==> src/rtl/game_ctrl.sv <==
`default_nettype none
// ============================================================================
// Module   : game_ctrl
// Purpose  : Front-end controller between the board inputs and the game
//            engines: button debouncing, speed/difficulty priority encoding,
//            game-state machine and the speed-scaled game tick.
// Revision : 1.0 - initial release
// ----------------------------------------------------------------------------
// Ports
//   CLK100MHZ     in   system clock, rising edge
//   reset_btn_n   in   asynchronous active-low reset
//   jump_btn      in   raw jump button (asynchronous)
//   pause_btn     in   raw pause button (asynchronous)
//   speed_in      in   speed switch bank [N_SPEED]
//   difficulty_in in   difficulty switch bank [N_DIFF]
//   isdead        in   death flag from physics engine
//   jump          out  debounced jump level
//   jump_pulse    out  one-cycle pulse on debounced jump rising edge
//   tick          out  one-cycle game-step enable
//   start         out  high while in RUN
//   game_start    out  one-cycle pulse on entry to RUN from IDLE or DEAD
//   state         out  IDLE=0 RUN=1 PAUSE=2 DEAD=3
//   speed         out  current accumulator increment [SPD_W]
//   difficulty    out  difficulty latched for the current game [DIFF_W]
// ============================================================================
module game_ctrl #(
  parameter int  DEB_CYCLES = 1000000,
  parameter int  TICK_W     = 25,
  parameter int  TICK_BIT   = 20,
  parameter int  N_SPEED    = 4,
  parameter int  SPEED_BASE = 2,
  parameter int  N_DIFF     = 4,
  localparam int DIFF_W     = (N_DIFF > 2) ? $clog2(N_DIFF) : 1,
  localparam int SPD_W      = $clog2(SPEED_BASE + N_SPEED + 1)
) (
  input  logic                CLK100MHZ,
  input  logic                reset_btn_n,
  input  logic                jump_btn,
  input  logic                pause_btn,
  input  logic [N_SPEED-1:0]  speed_in,
  input  logic [N_DIFF-1:0]   difficulty_in,
  input  logic                isdead,
  output logic                jump,
  output logic                jump_pulse,
  output logic                tick,
  output logic                start,
  output logic                game_start,
  output logic [1:0]          state,
  output logic [SPD_W-1:0]    speed,
  output logic [DIFF_W-1:0]   difficulty
);

  typedef enum logic [1:0] {
    ST_IDLE  = 2'd0,
    ST_RUN   = 2'd1,
    ST_PAUSE = 2'd2,
    ST_DEAD  = 2'd3
  } state_t;

  // Counter only has to reach DEB_CYCLES-1: the flip happens on the edge
  // that would have taken it to DEB_CYCLES.
  localparam int                    c_DCNT_W   = (DEB_CYCLES > 1) ? $clog2(DEB_CYCLES) : 1;
  localparam logic [c_DCNT_W-1:0]   c_DEB_LAST = c_DCNT_W'(DEB_CYCLES - 1);

  // ------------------------------------------------------------------------
  // Debounce: index 0 = jump, index 1 = pause
  // ------------------------------------------------------------------------
  logic [1:0] w_btn_raw;
  logic [1:0] w_btn_pulse;
  logic       w_jump_lvl;
  logic       w_jump_pulse;
  logic       w_pause_pulse;

  assign w_btn_raw = {pause_btn, jump_btn};

  for (genvar gi = 0; gi < 2; gi++) begin : g_deb
    logic                r_sync1;
    logic                r_sync2;
    logic                r_deb;
    logic                r_pulse;
    logic [c_DCNT_W-1:0] r_cnt;

    always_ff @(posedge CLK100MHZ or negedge reset_btn_n) begin
      if (!reset_btn_n) begin
        r_sync1 <= 1'b0;
        r_sync2 <= 1'b0;
        r_deb   <= 1'b0;
        r_pulse <= 1'b0;
        r_cnt   <= '0;
      end else begin
        r_sync1 <= w_btn_raw[gi];
        r_sync2 <= r_sync1;
        r_pulse <= 1'b0;
        if (r_sync2 == r_deb) begin
          r_cnt <= '0;
        end else if (r_cnt == c_DEB_LAST) begin
          r_cnt   <= '0;
          r_deb   <= r_sync2;
          r_pulse <= r_sync2;
        end else begin
          r_cnt <= r_cnt + 1'b1;
        end
      end
    end

    assign w_btn_pulse[gi] = r_pulse;

    // Only the jump level leaves the block; pause is consumed as a pulse.
    if (gi == 0) begin : g_lvl
      assign w_jump_lvl = r_deb;
    end
  end

  assign w_jump_pulse  = w_btn_pulse[0];
  assign w_pause_pulse = w_btn_pulse[1];

  // ------------------------------------------------------------------------
  // Priority encoders: highest set bit wins
  // ------------------------------------------------------------------------
  logic [SPD_W-1:0]  w_speed_enc;
  logic [DIFF_W-1:0] w_diff_enc;

  always_comb begin
    w_speed_enc = SPD_W'(SPEED_BASE);
    for (int i = 0; i < N_SPEED; i++) begin
      if (speed_in[i]) w_speed_enc = SPD_W'(SPEED_BASE + 1 + i);
    end
  end

  always_comb begin
    w_diff_enc = '0;
    for (int i = 0; i < N_DIFF; i++) begin
      if (difficulty_in[i]) w_diff_enc = DIFF_W'(i);
    end
  end

  // ------------------------------------------------------------------------
  // Game-state machine
  // ------------------------------------------------------------------------
  state_t r_state;
  state_t w_state_next;
  logic   w_enter_run;   // entry to RUN from IDLE or DEAD
  logic   w_restart;     // DEAD -> RUN, clears the tick phase

  always_ff @(posedge CLK100MHZ or negedge reset_btn_n) begin
    if (!reset_btn_n) r_state <= ST_IDLE;
    else              r_state <= w_state_next;
  end

  always_comb begin
    w_state_next = r_state;
    w_enter_run  = 1'b0;
    w_restart    = 1'b0;
    case (r_state)
      ST_IDLE: begin
        if (w_jump_pulse) begin
          w_state_next = ST_RUN;
          w_enter_run  = 1'b1;
        end
      end
      ST_RUN: begin
        // Death takes priority over a coincident pause request.
        if (isdead)             w_state_next = ST_DEAD;
        else if (w_pause_pulse) w_state_next = ST_PAUSE;
      end
      ST_PAUSE: begin
        if (w_pause_pulse) w_state_next = ST_RUN;
      end
      ST_DEAD: begin
        if (w_jump_pulse) begin
          w_state_next = ST_RUN;
          w_enter_run  = 1'b1;
          w_restart    = 1'b1;
        end
      end
      default: w_state_next = ST_IDLE;
    endcase
  end

  // ------------------------------------------------------------------------
  // Speed/difficulty registers, phase accumulator and tick
  // ------------------------------------------------------------------------
  logic [SPD_W-1:0]  r_speed;
  logic [DIFF_W-1:0] r_diff;
  logic [TICK_W-1:0] r_acc;
  logic              r_tick;
  logic              r_game_start;
  logic [TICK_W-1:0] w_acc_inc;
  logic              w_advance;
  logic              w_next_live;

  assign w_acc_inc   = r_acc + TICK_W'(r_speed);
  assign w_advance   = (r_state == ST_IDLE) || (r_state == ST_RUN);
  // Tick is suppressed on the very edge that enters PAUSE or DEAD.
  assign w_next_live = (w_state_next == ST_IDLE) || (w_state_next == ST_RUN);

  always_ff @(posedge CLK100MHZ or negedge reset_btn_n) begin
    if (!reset_btn_n) begin
      r_speed      <= '0;
      r_diff       <= '0;
      r_acc        <= '0;
      r_tick       <= 1'b0;
      r_game_start <= 1'b0;
    end else begin
      r_speed      <= w_speed_enc;
      r_game_start <= w_enter_run;
      if (w_enter_run) r_diff <= w_diff_enc;
      if (w_restart)      r_acc <= '0;
      else if (w_advance) r_acc <= w_acc_inc;
      r_tick <= w_advance & w_next_live & w_acc_inc[TICK_BIT] & ~r_acc[TICK_BIT];
    end
  end

  // ------------------------------------------------------------------------
  // Outputs
  // ------------------------------------------------------------------------
  assign jump       = w_jump_lvl;
  assign jump_pulse = w_jump_pulse;
  assign tick       = r_tick;
  assign start      = (r_state == ST_RUN);
  assign game_start = r_game_start;
  assign state      = r_state;
  assign speed      = r_speed;
  assign difficulty = r_diff;

endmodule
`default_nettype wire

==> config.mk <==
export PLATFORM = sky130hd
export DESIGN_NAME = game_ctrl
export DESIGN_NICKNAME = d
export VERILOG_FILES = /design/src/rtl/game_ctrl.sv
export SDC_FILE = /design/constraint.sdc
export NUM_CORES = 1
export LEC_CHECK = 0
export ABC_AREA = 1
export ABC_CLOCK_PERIOD_IN_PS = 4700
export BUFFER_PORTS_ARGS = -buffer_cell sky130_fd_sc_hd__buf_4
export CAP_MARGIN = 15
export CORE_MARGIN = 5
export CORE_UTILIZATION = 30
export DETAILED_ROUTE_END_ITERATION = 10
export PLACE_DENSITY = 0.53
export SLEW_MARGIN = 10
export SYNTH_ARGS = -nofsm -noshare
export SYNTH_HDL_FRONTEND = slang
export SYNTH_SLANG_ARGS = --single-unit
==> constraint.sdc <==
create_clock -name CLK100MHZ -period 4.7 [get_ports CLK100MHZ]
set_input_delay 0.235 -clock CLK100MHZ [delete_from_list [all_inputs] [get_ports CLK100MHZ]]
set_output_delay 0.235 -clock CLK100MHZ [all_outputs]
set_load 0.005 [all_outputs]
==> results of run 1 <==
logic make-up (layout without fill, tap and decap cells):
logic type | Yosys count | after routing
flip-flops | 78 | 78
adder cells (fa/ha/maj) | 10 | 10
XOR/XNOR | 25 | 25
buffers and inverters | 62 | 100
AO/OA/AOI/OAI | 40 | 40
AND/OR/NAND/NOR | 317 | 317
stage by stage:
step / hold slack, ps / total power, mW / util (%) / cells
finish: 27.2 / 1.96 / 35.9 / 750
global route: 43.2 / 2.09 / 35.9 / 750
CTS: 35.8 / 1.99 / 35.9 / 750
detailed placement: 335 / 1.20 / 33.4 / 732
global placement: 333 / 1.19 / 33.4 / 732
floorplan: -60.6 / 1.08 / - / 532
layout make-up:
type                    instances  area (µm²)  share of cell area (%)
clock buffers                  13         270                    5.40
clock inverters                 3        65.1                    1.30
inverters                      59         221                    4.42
multi-input cells             392        2080                    41.5
flip-flops and latches         78        1950                    39.0
well taps                     180         225                    4.50
repair buffers                 25         193                    3.85
final timing paths:
path	slack (ps)	depth (start not counted)	endpoint	startpoint
max in group asynchronous	3980	1	g_deb[0].r_cnt[18]	reset_btn_n
min in group CLK100MHZ	50	2	speed[0]	speed_in[3]
worst max-delay path	2660	8	r_acc[10]	state[0]
worst min register to register	350	0	g_deb[1].r_sync2	g_deb[1].r_sync1
worst min-delay path	30	1	r_acc[1]	reset_btn_n
worst max register to register	2660	8	r_acc[10]	state[0]
routing by layer:
layer / global-route usage (%) / wire length [µm] / vias up / part of all wire, %
li1: - / - / 1737 / -
met1: 14.3 / 4100 / 1547 / 48
met4: 5.19 / 168 / 0 / 2.0
met2: 18.1 / 4040 / 19 / 48
met5: 0 / 0 / - / 0
met3: 2.51 / 184 / 10 / 2.2
state kept, by name (all words and copies together), names as in the netlist:
signal,flops
g_deb.r_pulse,1
speed,3
g_deb.r_sync2,2
state,2
jump_pulse,1
game_start,1
g_deb.r_deb,1
g_deb.r_sync1,2
r_acc,21
difficulty,2
jump,1
g_deb.r_cnt,40
tick,1
power by group:
group | internal [mW] | switching [mW] | leakage, nW | total [mW]
Clock | 0.508 | 0.270 | 0.166 | 0.777
Sequential | 0.730 | 0.0534 | 1.03 | 0.783
Combinational | 0.142 | 0.255 | 1.12 | 0.397
cell usage in the layout (no fill, tap or decap), drive strengths merged, types with 3 or more instances in the layout:
cell type  synthesis  layout
a21oi             23      23
buf                2      23
clkbuf             1      13
dfrtp             78      78
ha                 9       9
inv               58      58
nand2            130     130
nand3             38      38
nand3b             3       3
nand4              5       5
nor2             127     127
nor3              11      11
o21ai             13      13
xnor2             12      12
xor2              13      13
what timing repair did:
item | in CTS | in global routing
endpoints found under the hold margin | 2 | 0
resized for setup | 0 | 0
buffers inserted | 0 | 0
hold buffers | 2 | 0
==> flow_summary.ini, run 1 <==
[placed_design]
dp_slack_ps = 2660
place.gp.congestion = 0.852
io_buffers = 23
place_area_um2 = 4650
dp_hpwl_mm = 6.14

[synthesis]
ys_top_cells_by_count = 118 x nand2_1, 107 x nor2_1, 78 x dfrtp_1, 54 x inv_1, 31 x nand3_1
synth_top_family_by_area = simple AND/OR/NAND/NOR gates
synth_edf_count = 0
synth-main-ff-cell = dfrtp_1
synthMuxAreaShare_pct = 0
syn_inst = 532
synth_seq_cells = 78
synth_seq_area_share_pct = 45.7
syn_area_per_cell_um2 = 8.03
synth_top_area_share_pct = 45.7
yosys.area_share.simple_pct = 35.5
synth.most_common_cell = nand2_1
yosysWarnings = 0
synth.area.top_cells = dfrtp_1 46%, nand2_1 10%, nor2_1 9.4%
synth_top_cell_by_area = dfrtp_1
synth_nets = 555
yosys.area_share.adder_pct = 3.10
async_flop_share_pct = 100
synth_xor_xnor_area_share_pct = 5.13
syn-cell-area_um2 = 4270
ys_types = 35
synth-compound-area-share_pct = 4.95

[cells_and_area]
drive_gt1_share_pct = 15.3
n_antenna_cell = 0
final_nets = 588
stdcell_area_um2 = 5000
area_growth_pct = 17.2
fillers = 1425

[power_and_ir_drop]
leakage_nw = 2.32
vdd_drop_max_v = 0.000192
power_density_nw_per_um2 = 391

[sta]
worst_slew_pin_slew_ps = 1000
finalHoldViolCount = 0
maxSlewHeadroom_pct = 33.4
skew_ps = 8.36
timing.final.crit_share_pct = 43.5
setup_viol = 0
grt_setup_unrepaired = false
fin_crit_ps = 2040
tns_ps = 0
fin_ws_ps = 2660
max_freq_mhz = 489
maxSlewViolCount = 0

[worst_setup_path]
cp_common_cell = nand2_1
path_cells = ha_1 -> nand2_1 -> nand2_2 -> inv_1 -> nor3_2 -> nand2_1 -> nand2_1 -> nor2_1
slowest_delay_ps = 440
startpoint_type = flip-flop
cp_slowest_cell = dfrtp_1
crit_type = flip-flop to flip-flop
endpoint_kind = flip-flop
critical_path_peak_fanout = 22
critPathTopFamily = simple AND/OR/NAND/NOR gates
crit_buf_inv = 1
worstPathRequired_ps = 4930
arrival_ps = 2280

[min_path]
worst_hold_path_type = primary input to async pin

[cts]
tritoncts = built
clock-sinks = 78
clk_latency_ps = 340
cts_made_buffers = 9
h-tree-depth = 3
cts-root-buf = clkbuf_16
path_clk_slew_ps = 60
clock_path_buffers = 2

[grt]
grtUsageTotal_pct = 11.2
grt_max_degree = 79
grt-ovfl-total = 0
grt_pass1_vias = 3285
antenna_found_initial = 0
grt_pass1_wl_mm = 15.1

[drt]
wl_per_cell_um = 11.3
postRouteAntennaNets = 0
routed_wl_mm = 8.49
via_per_inst = 4.42
num_vias = 3313
first_iter_violations = 140
dr.pass1.iters = 4
route.detailed.drc = 0

[die]
ios = 25
die_h_um = 129
die_w_um = 129
rows = 43
start_util_pct = 30.7
dieArea_um2 = 16700
coreArea_um2 = 13900

[flow_run]
max-cap-violations = 0

[outcome]
status = finished clean
No activity file was read; power rests on OpenSTA's default activity.
==> run 2: changes to the inputs <==
--- a/config.mk
+++ b/config.mk
@@ -6,7 +6,7 @@
 export NUM_CORES = 1
 export LEC_CHECK = 0
 export ABC_AREA = 1
-export ABC_CLOCK_PERIOD_IN_PS = 4700
+export ABC_CLOCK_PERIOD_IN_PS = 1900
 export BUFFER_PORTS_ARGS = -buffer_cell sky130_fd_sc_hd__buf_4
 export CAP_MARGIN = 15
 export CORE_MARGIN = 5
==> constraint.sdc (replaced) <==
create_clock -name CLK100MHZ -period 1.9 [get_ports CLK100MHZ]
set_input_delay 0.095 -clock CLK100MHZ [delete_from_list [all_inputs] [get_ports CLK100MHZ]]
set_output_delay 0.095 -clock CLK100MHZ [all_outputs]
set_load 0.005 [all_outputs]
==> run 2 against run 1 <==
Against the previous run:
- critical path type unchanged
- count of clock-buffer cells in the layout fell by 2
- global-route usage grew 0.10 points
- highest routed layer unchanged
- clock power rose to 2.5 times the previous value
- non-clock buffer count grew 12
- die area did not move
- via count increased by 2.2%
- worst hold slack got worse by 6.0 ps
- cell count up 1.5%
- sequential power rose by 150%
- largest power group is now clock
==> flow_summary.ini, run 2 (synthesis gave the netlist of run 1 again) <==
[worst_setup_path]
critical_path_peak_fanout = 4
cp_slowest_cell = fa_1
path_cells = ha_1 -> fa_1 -> nand3_1 -> nand2_1 -> nand2_1 -> nor2_4 -> nand2_1 -> nand2_1 -> a21boi_1
cp_common_cell = nand2_1
startpoint_type = flip-flop
arrival_ps = 2020
crit_type = flip-flop to flip-flop
endpoint_kind = flip-flop
slowest_delay_ps = 410
worstPathRequired_ps = 2160

[placed_design]
place.gp.congestion = 0.840
dp_hpwl_mm = 6.23
place_area_um2 = 4680
io_buffers = 23

[sta]
maxSlewViolCount = 0
setup_viol = 0
skew_ps = 4.65
maxSlewHeadroom_pct = 71.4
fin_crit_ps = 1760
timing.final.crit_share_pct = 92.4
max_freq_mhz = 570
finalHoldViolCount = 0
worst_slew_pin_slew_ps = 430

[die]
ios = 25
coreArea_um2 = 13900
dieArea_um2 = 16700
start_util_pct = 30.7
die_h_um = 129
rows = 43
die_w_um = 129

[cells_and_area]
area_growth_pct = 20.2
final_cell_mix = 118 x nand2_1, 107 x nor2_1, 78 x dfrtp_1
largest_register_ffs = 40
stdcell_area_um2 = 5130
drive_gt1_share_pct = 16.0
final_common_cell = nand2_1
final_nets = 600
n_antenna_cell = 0
regMostFlops = g_deb.r_cnt

[cts]
clock_path_buffers = 2
clk_latency_ps = 340
tritoncts = built
cts-root-buf = clkbuf_16
clock-sinks = 78
h-tree-depth = 3
cts_made_buffers = 9
path_clk_slew_ps = 60

[min_path]
worst_hold_path_type = primary input to flip-flop

[drt]
dr.pass1.iters = 4
via_per_inst = 4.45
first_iter_violations = 180
routed_wl_mm = 8.66
route.detailed.drc = 0
postRouteAntennaNets = 0
num_vias = 3386
wl_per_cell_um = 11.4

[power_and_ir_drop]
combPwrFrac_pct = 22.6
clock_power_share_pct = 39.1
vdd_drop_max_v = 0.000624
power_density_nw_per_um2 = 983
leakage_nw = 2.37
p_total_mw = 5.04
internal-power_mw = 3.57
power_frac_seq_pct = 38.3
power_switching_mw = 1.47
switching_share_pct = 29.2

[flow_run]
max-cap-violations = 0

[grt]
grt_pass1_vias = 3368
met3_usage_pct = 3.26
grt-ovfl-total = 0
grt_pass1_wl_mm = 15.2
grt_use_met2_pct = 19.2
grt-busiest-layer = met2
use_met1_pct = 13.7
antenna_found_initial = 0
grtUsageTotal_pct = 11.3
grt_max_degree = 49

[outcome]
status = finished clean
-- run 2: final cells by class --
cell class | count | area (µm²)
repair buffers | 37 | 310
clock buffers | 11 | 243
fillers | 1372 | 8800
well taps | 180 | 225
clock inverters | 4 | 95.1
inverters | 59 | 225
flip-flops and latches | 78 | 1950
multi-input cells | 392 | 2080
-- run 2: path summary, 6_finish.rpt --
check | endpoint | slack [ps] | from | cells past startpoint
worst max-delay path | r_acc[20] | 140 | speed[0] | 9
worst min-delay path | difficulty[0] | 20 | difficulty_in[3] | 3
worst max register to register | r_acc[20] | 140 | speed[0] | 9
worst min register to register | g_deb[0].r_sync2 | 350 | g_deb[0].r_sync1 | 0
max in group asynchronous | g_deb[0].r_sync1 | 1060 | reset_btn_n | 3
min in group asynchronous | r_acc[1] | 240 | reset_btn_n | 2
-- run 2: metrics by stage --
stage | worst slack (ps) | std cells | setup TNS, ps | utilization (%) | hold WS, ps
after floorplan | 268 | 532 | 0 | - | -201
after global placement | 132 | 734 | 0 | 33.6 | 71.2
after detailed placement | 80.9 | 734 | 0 | 33.6 | 76.3
after CTS | 84.6 | 757 | 0 | 36.6 | 5.11
after global routing | -8.81 | 761 | -14.2 | 36.8 | 41.2
final | 145 | 761 | 0 | 36.8 | 21.2
-- run 2: power by group through the flow --
stage,clock network (mW),logic [mW],registers (mW)
6_report,1.97,1.14,1.93
5_1_grt,2.11,1.31,1.95
4_1_cts,2.05,1.04,1.93
3_5_place_dp,0,1.02,1.96
3_3_place_gp,0,0.987,1.95
2_1_floorplan,0,0.745,1.93
-- run 2: worst max-delay path, delay by kind of cell, from the launching register on --
family	cells	cell delay (ps)
flip-flops	1	380
adder cells (fa/ha/maj)	2	630
AND/OR/NAND/NOR	6	550
AO/OA/AOI/OAI	1	120
-- run 2: what timing repair did --
action	CTS	global route
buffers inserted	0	4
endpoints found under the setup margin	0	6
hold buffers	8	0
resized for setup	0	2
hold endpoints to repair	35	0
-- run 2: routing by layer --
metal,vias up,share of wire (%)
li1,1762,-
met1,1566,46
met2,46,50
met3,12,3.4
met4,0,1.2
met5,-,0
